File: config.mk
export PLATFORM = sky130hd
export DESIGN_NAME = uart_frame_responder
export DESIGN_NICKNAME = d
export VERILOG_FILES = /design/src/rtl/uart_frame_responder.sv
export SDC_FILE = /design/constraint.sdc
export NUM_CORES = 1
export LEC_CHECK = 0
export BUFFER_PORTS_ARGS = -buffer_cell sky130_fd_sc_hd__clkbuf_2
export CAP_MARGIN = 0
export CORE_UTILIZATION = 30
export CTS_CLUSTER_DIAMETER = 150
export CTS_CLUSTER_SIZE = 30
export DETAILED_ROUTE_END_ITERATION = 8
export GPL_TIMING_DRIVEN = 1
export PLACE_DENSITY_LB_ADDON = 0.3
export REMOVE_ABC_BUFFERS = 1
export SKIP_LAST_GASP = 1
export SYNTH_ARGS = -nofsm -noshare
export SYNTH_HDL_FRONTEND = slang
export SYNTH_SLANG_ARGS = --single-unit
File: constraint.sdc
create_clock -name CLK -period 4.82 [get_ports CLK]
set_input_delay 0.241 -clock CLK [delete_from_list [all_inputs] [get_ports CLK]]
set_output_delay 0.241 -clock CLK [all_outputs]
set_load 0.02 [all_outputs]
File: src/rtl/uart_frame_responder.sv
// Periodic UART response-frame generator: tracks rx bytes, mirrors the latest on LEDs,
// and every SLEEP_TICKS cycles serialises a payload (plus optional XOR checksum) to uart_tx.
module uart_frame_responder #(
  parameter int unsigned BUFFER_BYTE_SIZE  = 3,
  parameter int unsigned BUFFER_INDEX_SIZE = 32,
  parameter int unsigned SLEEP_TICKS       = 100000000,
  parameter int unsigned MODE              = 0,
  parameter int unsigned APPEND_CHECKSUM   = 0
) (
  input  logic                         CLK,
  input  logic                         RST_N,
  input  logic                         rx_ready,
  input  logic [7:0]                   rx_data,
  input  logic                         tx_done,
  input  logic                         enable,
  input  logic [BUFFER_INDEX_SIZE-1:0] byte_count,
  output logic                         is_tx_ready,
  output logic [7:0]                   tx_data,
  output logic                         busy,
  output logic [7:0]                   leds,
  output logic [7:0]                   overrun_count
);

  localparam int unsigned TICK_W    = (SLEEP_TICKS > 1) ? $clog2(SLEEP_TICKS) : 1;
  localparam int unsigned FRAME_MAX = BUFFER_BYTE_SIZE + APPEND_CHECKSUM;
  localparam int unsigned IDX_W     = $clog2(FRAME_MAX + 1) + 1;
  localparam int unsigned DEPTH     = 1 << IDX_W;

  typedef enum logic [1:0] {ST_IDLE, ST_SEND, ST_WAIT} state_t;

  state_t             state;
  logic [TICK_W-1:0]  tick_cnt;
  logic [7:0]         last_rx;
  logic [7:0]         history [BUFFER_BYTE_SIZE];
  logic [7:0]         frame_buf [DEPTH];
  logic [IDX_W-1:0]   idx;
  logic [IDX_W-1:0]   last_idx;

  logic               trigger_c;
  logic               valid_trig_c;
  logic [IDX_W-1:0]   n_c;
  logic [IDX_W-1:0]   total_c;
  logic [7:0]         pay_c [BUFFER_BYTE_SIZE];
  logic [7:0]         frame_c [DEPTH];
  logic [7:0]         csum_c;

  assign leds = last_rx;

  // Free-running frame period counter
  always_ff @(posedge CLK or negedge RST_N) begin
    if (!RST_N) begin
      tick_cnt <= '0;
    end else if (trigger_c) begin
      tick_cnt <= '0;
    end else begin
      tick_cnt <= tick_cnt + TICK_W'(1);
    end
  end

  assign trigger_c = (tick_cnt == TICK_W'(SLEEP_TICKS - 1));

  // Receive tracking: latest byte plus newest-first history
  always_ff @(posedge CLK or negedge RST_N) begin
    if (!RST_N) begin
      last_rx <= 8'h00;
      for (int k = 0; k < int'(BUFFER_BYTE_SIZE); k++) history[k] <= 8'h00;
    end else if (rx_ready) begin
      last_rx <= rx_data;
      for (int k = int'(BUFFER_BYTE_SIZE) - 1; k > 0; k--) history[k] <= history[k-1];
      history[0] <= rx_data;
    end
  end

  // Clamp requested length to the buffer size
  always_comb begin
    n_c = IDX_W'(BUFFER_BYTE_SIZE);
    if (byte_count < BUFFER_INDEX_SIZE'(BUFFER_BYTE_SIZE)) n_c = IDX_W'(byte_count);
    total_c      = n_c + IDX_W'(APPEND_CHECKSUM);
    valid_trig_c = trigger_c && enable && (n_c != '0);
  end

  // Frame image built from pre-edge rx state; checksum lands right after the payload
  always_comb begin
    csum_c = 8'h00;
    for (int k = 0; k < int'(BUFFER_BYTE_SIZE); k++) begin
      pay_c[k] = (MODE == 1) ? history[k] : last_rx + 8'(k + 1);
      if (IDX_W'(k) < n_c) csum_c = csum_c ^ pay_c[k];
    end
    for (int k = 0; k < int'(DEPTH); k++) frame_c[k] = 8'h00;
    for (int k = 0; k < int'(BUFFER_BYTE_SIZE); k++) frame_c[k] = pay_c[k];
    for (int k = 0; k < int'(DEPTH); k++) begin
      if ((APPEND_CHECKSUM != 0) && (IDX_W'(k) == n_c)) frame_c[k] = csum_c;
    end
  end

  // Byte sequencer
  always_ff @(posedge CLK or negedge RST_N) begin
    if (!RST_N) begin
      state         <= ST_IDLE;
      idx           <= '0;
      last_idx      <= '0;
      is_tx_ready   <= 1'b0;
      tx_data       <= 8'h00;
      busy          <= 1'b0;
      overrun_count <= 8'h00;
      for (int k = 0; k < int'(DEPTH); k++) frame_buf[k] <= 8'h00;
    end else begin
      is_tx_ready <= 1'b0;
      if (valid_trig_c && busy && (overrun_count != 8'hFF)) begin
        overrun_count <= overrun_count + 8'h01;
      end
      case (state)
        ST_IDLE: begin
          if (valid_trig_c) begin
            for (int k = 0; k < int'(DEPTH); k++) frame_buf[k] <= frame_c[k];
            idx         <= '0;
            last_idx    <= total_c - IDX_W'(1);
            busy        <= 1'b1;
            is_tx_ready <= 1'b1;
            tx_data     <= frame_c[0];
            state       <= ST_SEND;
          end
        end
        ST_SEND: begin
          state <= ST_WAIT;
        end
        ST_WAIT: begin
          if (tx_done) begin
            if (idx == last_idx) begin
              busy  <= 1'b0;
              state <= ST_IDLE;
            end else begin
              idx         <= idx + IDX_W'(1);
              is_tx_ready <= 1'b1;
              tx_data     <= frame_buf[idx + IDX_W'(1)];
              state       <= ST_SEND;
            end
          end
        end
        default: begin
          state <= ST_IDLE;
        end
      endcase
    end
  end

endmodule

==> key figures <==
Pwr
  • Logic pwr share: 0.066
  • Peak VDD IR: 0.1904 mV
  • Total chip power: between 1 and 1.5 mW
  • NetSw: around 360 uW
  • Internal power: roughly 1.1 mW
  • Static Leakage: between 2 and 2.5 nW
  • Reg power frac: 0.489
  • Pwr dens: around 300 mW/mm^2
  • Clock Power Share: 0.446
  • Sw Share: 0.2418

Timing
  • Hold Fails Final Rpt: 0
  • Unrepaired setup endpoints after global routing: false
  • Final period util: 0.5254
  • Slack of the critical path: 2.287 ns
  • Worst slew margin relative to its limit: 0.3069
  • Setup TNS: 0 ns
  • Clock skew: 0.007532 ns
  • Min Clock Period, post-route: 2.533 ns
  • Slew @ Worst Pin: roughly 1.0 ns
  • Slew Limit Fails: 0
  • FMAX: slightly below 0.4 GHz
  • # setup viols final: 0

Synthesis
  • Seq cells post-synth: 84
  • Synth area leaders: dfrtp_1 50%, mux2_2 5.3%, xor2_1 5.0%
  • Seq/Total Area, Yosys: 0.4984
  • Ys Warns: 0
  • Yosys cell types: 43
  • Mapped Avg Cell Area: about 10 sq um
  • Synth area leader: dfrtp_1
  • Post-synthesis cell count: between 400 and 500
  • Top cell type's share of synthesized area: 0.4984
  • Synthesized area: 0.004218 sq mm

Die
  • Initial Util: 0.3135
  • Io pins: between 70 and 80
  • Chip width: around 120 microns
  • Core area: about 0.013 sq mm
  • Die height: ~120 microns
  • # rows: 42
  • Full die area: approximately 0.015 sq mm

Final layout
  • Final net count: 526
  • Synth-to-Final Area Change: 18.51%
  • ANT cells: 0
  • Fin util: 0.3716
  • Layout cell share with drive strength beyond 1: 0.2390

CTS
  • Clock latency on the worst-skew pair: ~0.34 ns
  • Max clock buf depth: 2
  • Clock Tree Root: clkbuf_16
  • CTS clk-pin slew, worst paths: roughly 0.06 ns
  • CTS Buf Count: 9
  • Hold_buf cts: 1
  • TritonCTS clock tree: built
  • H-tree Lvls: 3
  • Post-CTS sizing: 0
  • Sink Count: 84
  • Postcts setup bufs: 0

Place
  • Post-DP HPWL: between 6000 and 7000 microns
  • Global placer's final weighted congestion: 0.7814
  • Place WS: roughly 2 ns
  • PortBufs: 70

Drt
  • ANT nets after route: 0
  • Vias: around 3200
  • Final WL: 9298 microns
  • Vias per cell: 4.845
  • Iter 0 DRT Violations: roughly 160
  • Drt pass-1 iters: 4
  • DRC Markers: 0
  • DR WL/cell: roughly 14 microns

Worst setup path
  • Setup CP Type: reg2reg
  • Arr. time, crit path: around 2.8 ns
  • Required time worst endpoint: between 5 and 6 ns
  • R2R Setup Slk: ~2.3 ns
  • Worst R2R Start: idx[0]
  • Worst Setup End Kind: flop
  • Worst reg2reg endpoint: tx_data[6]
  • Worst-path fanout max: 14
  • Setup crit start kind: flop
  • Worst Reg2Reg Path Length in Cells: 5

Global route
  • First-pass GRT wire length: 15790 microns
  • Largest net degree at the start of global routing: 57
  • Total gr overflow: 0
  • Vias in the first global route: 3134
  • Tot GR Track Use: 0.1385
  • Initial antenna violation count: 0

Worst hold path
  • Hold Startpoint: rx_data[1]
  • Worst hold path class: in2reg
  • Hold Crit Endpoint: leds[1]
  • Hold Crit Depth: 3

Outcome
  • Status: complete, no violations

Run
  • Max-Cap Viols: 0
## power groups by stage
stage	Clock (mW)	Sequential (mW)	Combinational (mW)
after CTS	0.682	0.729	0.102
after global placement	0	0.742	0.0979
after detailed placement	0	0.743	0.100
final	0.665	0.730	0.0985
after floorplan	0	0.746	0.0404
after global routing	0.708	0.731	0.111
## placed cells by master, fill, tap and decap left out, types with 2 or more instances in the layout
cell        instances
nand2_1            44
nor3_1              7
nor4bb_1            2
a21oi_1             9
clkbuf_2           69
and4_1              4
mux2_4              3
and2_1              2
a31oi_1             2
nor2_1             23
o22ai_1             7
dfrtp_1            84
clkbuf_8            2
inv_1               7
nand4_1            17
mux2_2             20
clkinvlp_4          3
and3_1             12
xnor2_1            23
ha_1                9
nor2b_1             2
o31ai_1             5
nand2b_1            6
buf_4               2
a22oi_1             7
nand3_1            12
o21ai_0            37
xor2_1             24
nor4_1              8
clkbuf_16           9
## sequential cells by signal (all words and copies together) (netlist names)
register,count
is_tx_ready,1
state,2
idx,3
tick_cnt,27
busy,1
last_idx,3
overrun_count,8
frame_buf,23
leds,8
tx_data,8
## critical path, stage by stage (launching register included)
cell and delay, ns:
dfrtp_1 0.69, xor2_1 0.18, o31ai_1 0.41, a21boi_2 0.65
inv_1 0.18, mux2_2 0.31
## cell type report
type | instances | area, sq um
fillers | 1416 | 8454
clock inverters | 5 | 36.28
repair buffers | 72 | 370.4
multi-input cells | 298 | 1991
well taps | 176 | 220.2
clock buffers | 11 | 252.7
inverters | 7 | 26.28
flip-flops and latches | 84 | 2102
## cells by family (layout without fill, tap and decap cells)
| logic type | after synthesis | after routing | synth area share |
|---|---|---|---|
| other | 1 | 1 | 0.0008891 |
| XOR/XNOR | 47 | 47 | 0.09760 |
| multiplexers | 23 | 23 | 0.06408 |
| AO/OA/AOI/OAI | 71 | 71 | 0.09789 |
| flip-flops | 84 | 84 | 0.4984 |
| buffers and inverters | 27 | 95 | 0.02966 |
| AND/OR/NAND/NOR | 147 | 147 | 0.1848 |
| adder cells (fa/ha/maj) | 9 | 9 | 0.02670 |
## synthesized netlist by cell type (all sizes together)
| library cell | count |
|---|---|
| xnor2 | 23 |
| nand4 | 17 |
| xor2 | 24 |
| nor4b | 1 |
| o41ai | 1 |
| a31oi | 2 |
| or4b | 1 |
| and2 | 2 |
| nor2b | 2 |
| and3b | 1 |
| nor4bb | 2 |
| nor3b | 1 |
| conb | 1 |
| clkbuf | 14 |
| a22oi | 7 |
| a41oi | 1 |
| inv | 7 |
| nand2 | 45 |
| nor3 | 7 |
| and3 | 12 |
| o31ai | 5 |
| nand3 | 12 |
| buf | 6 |
| nand3b | 1 |
| a21boi | 1 |
| a21oi | 9 |
| nor4 | 9 |
| and4b | 1 |
| nor2 | 23 |
| mux2 | 23 |
| o22ai | 7 |
| o21ai | 37 |
| ha | 9 |
| nand2b | 6 |
| and4 | 4 |
| a211oi | 1 |
| dfrtp | 84 |
## metrics by stage
stage | std cells | hold slack (ns) | area (sq um)
6_report | 653 | 0.1020 | 4999
3_5_place_dp | 636 | 0.1921 | 4700
5_1_grt | 653 | 0.1164 | 4999
2_1_floorplan | 389 | -0.05459 | 4119
3_3_place_gp | 636 | 0.1833 | 4700
4_1_cts | 653 | 0.09102 | 4999
## metal layers
layer	track usage	routed length (microns)	vias to the layer above
li1	-	-	1574
met1	0.1859	4410	1518
met2	0.2159	4427	58
met3	0.02358	268	14
met4	0.06790	192	0
met5	0	0	-
## how the worst max path moves through the flow
stage             startpoint             to  slack, ns  cells after the start
4_1_cts               idx[0]     tx_data[6]       2.26                      5
5_1_grt               idx[0]     tx_data[7]       2.04                      5
3_3_place_gp   byte_count[8]     tx_data[7]       2.00                     11
2_1_floorplan  byte_count[1]  frame_buf[57]       2.43                      9
6_report              idx[0]     tx_data[6]       2.29                      5
3_5_place_dp   byte_count[8]     tx_data[6]       1.95                     11
Power figures use the tool's default switching activity.
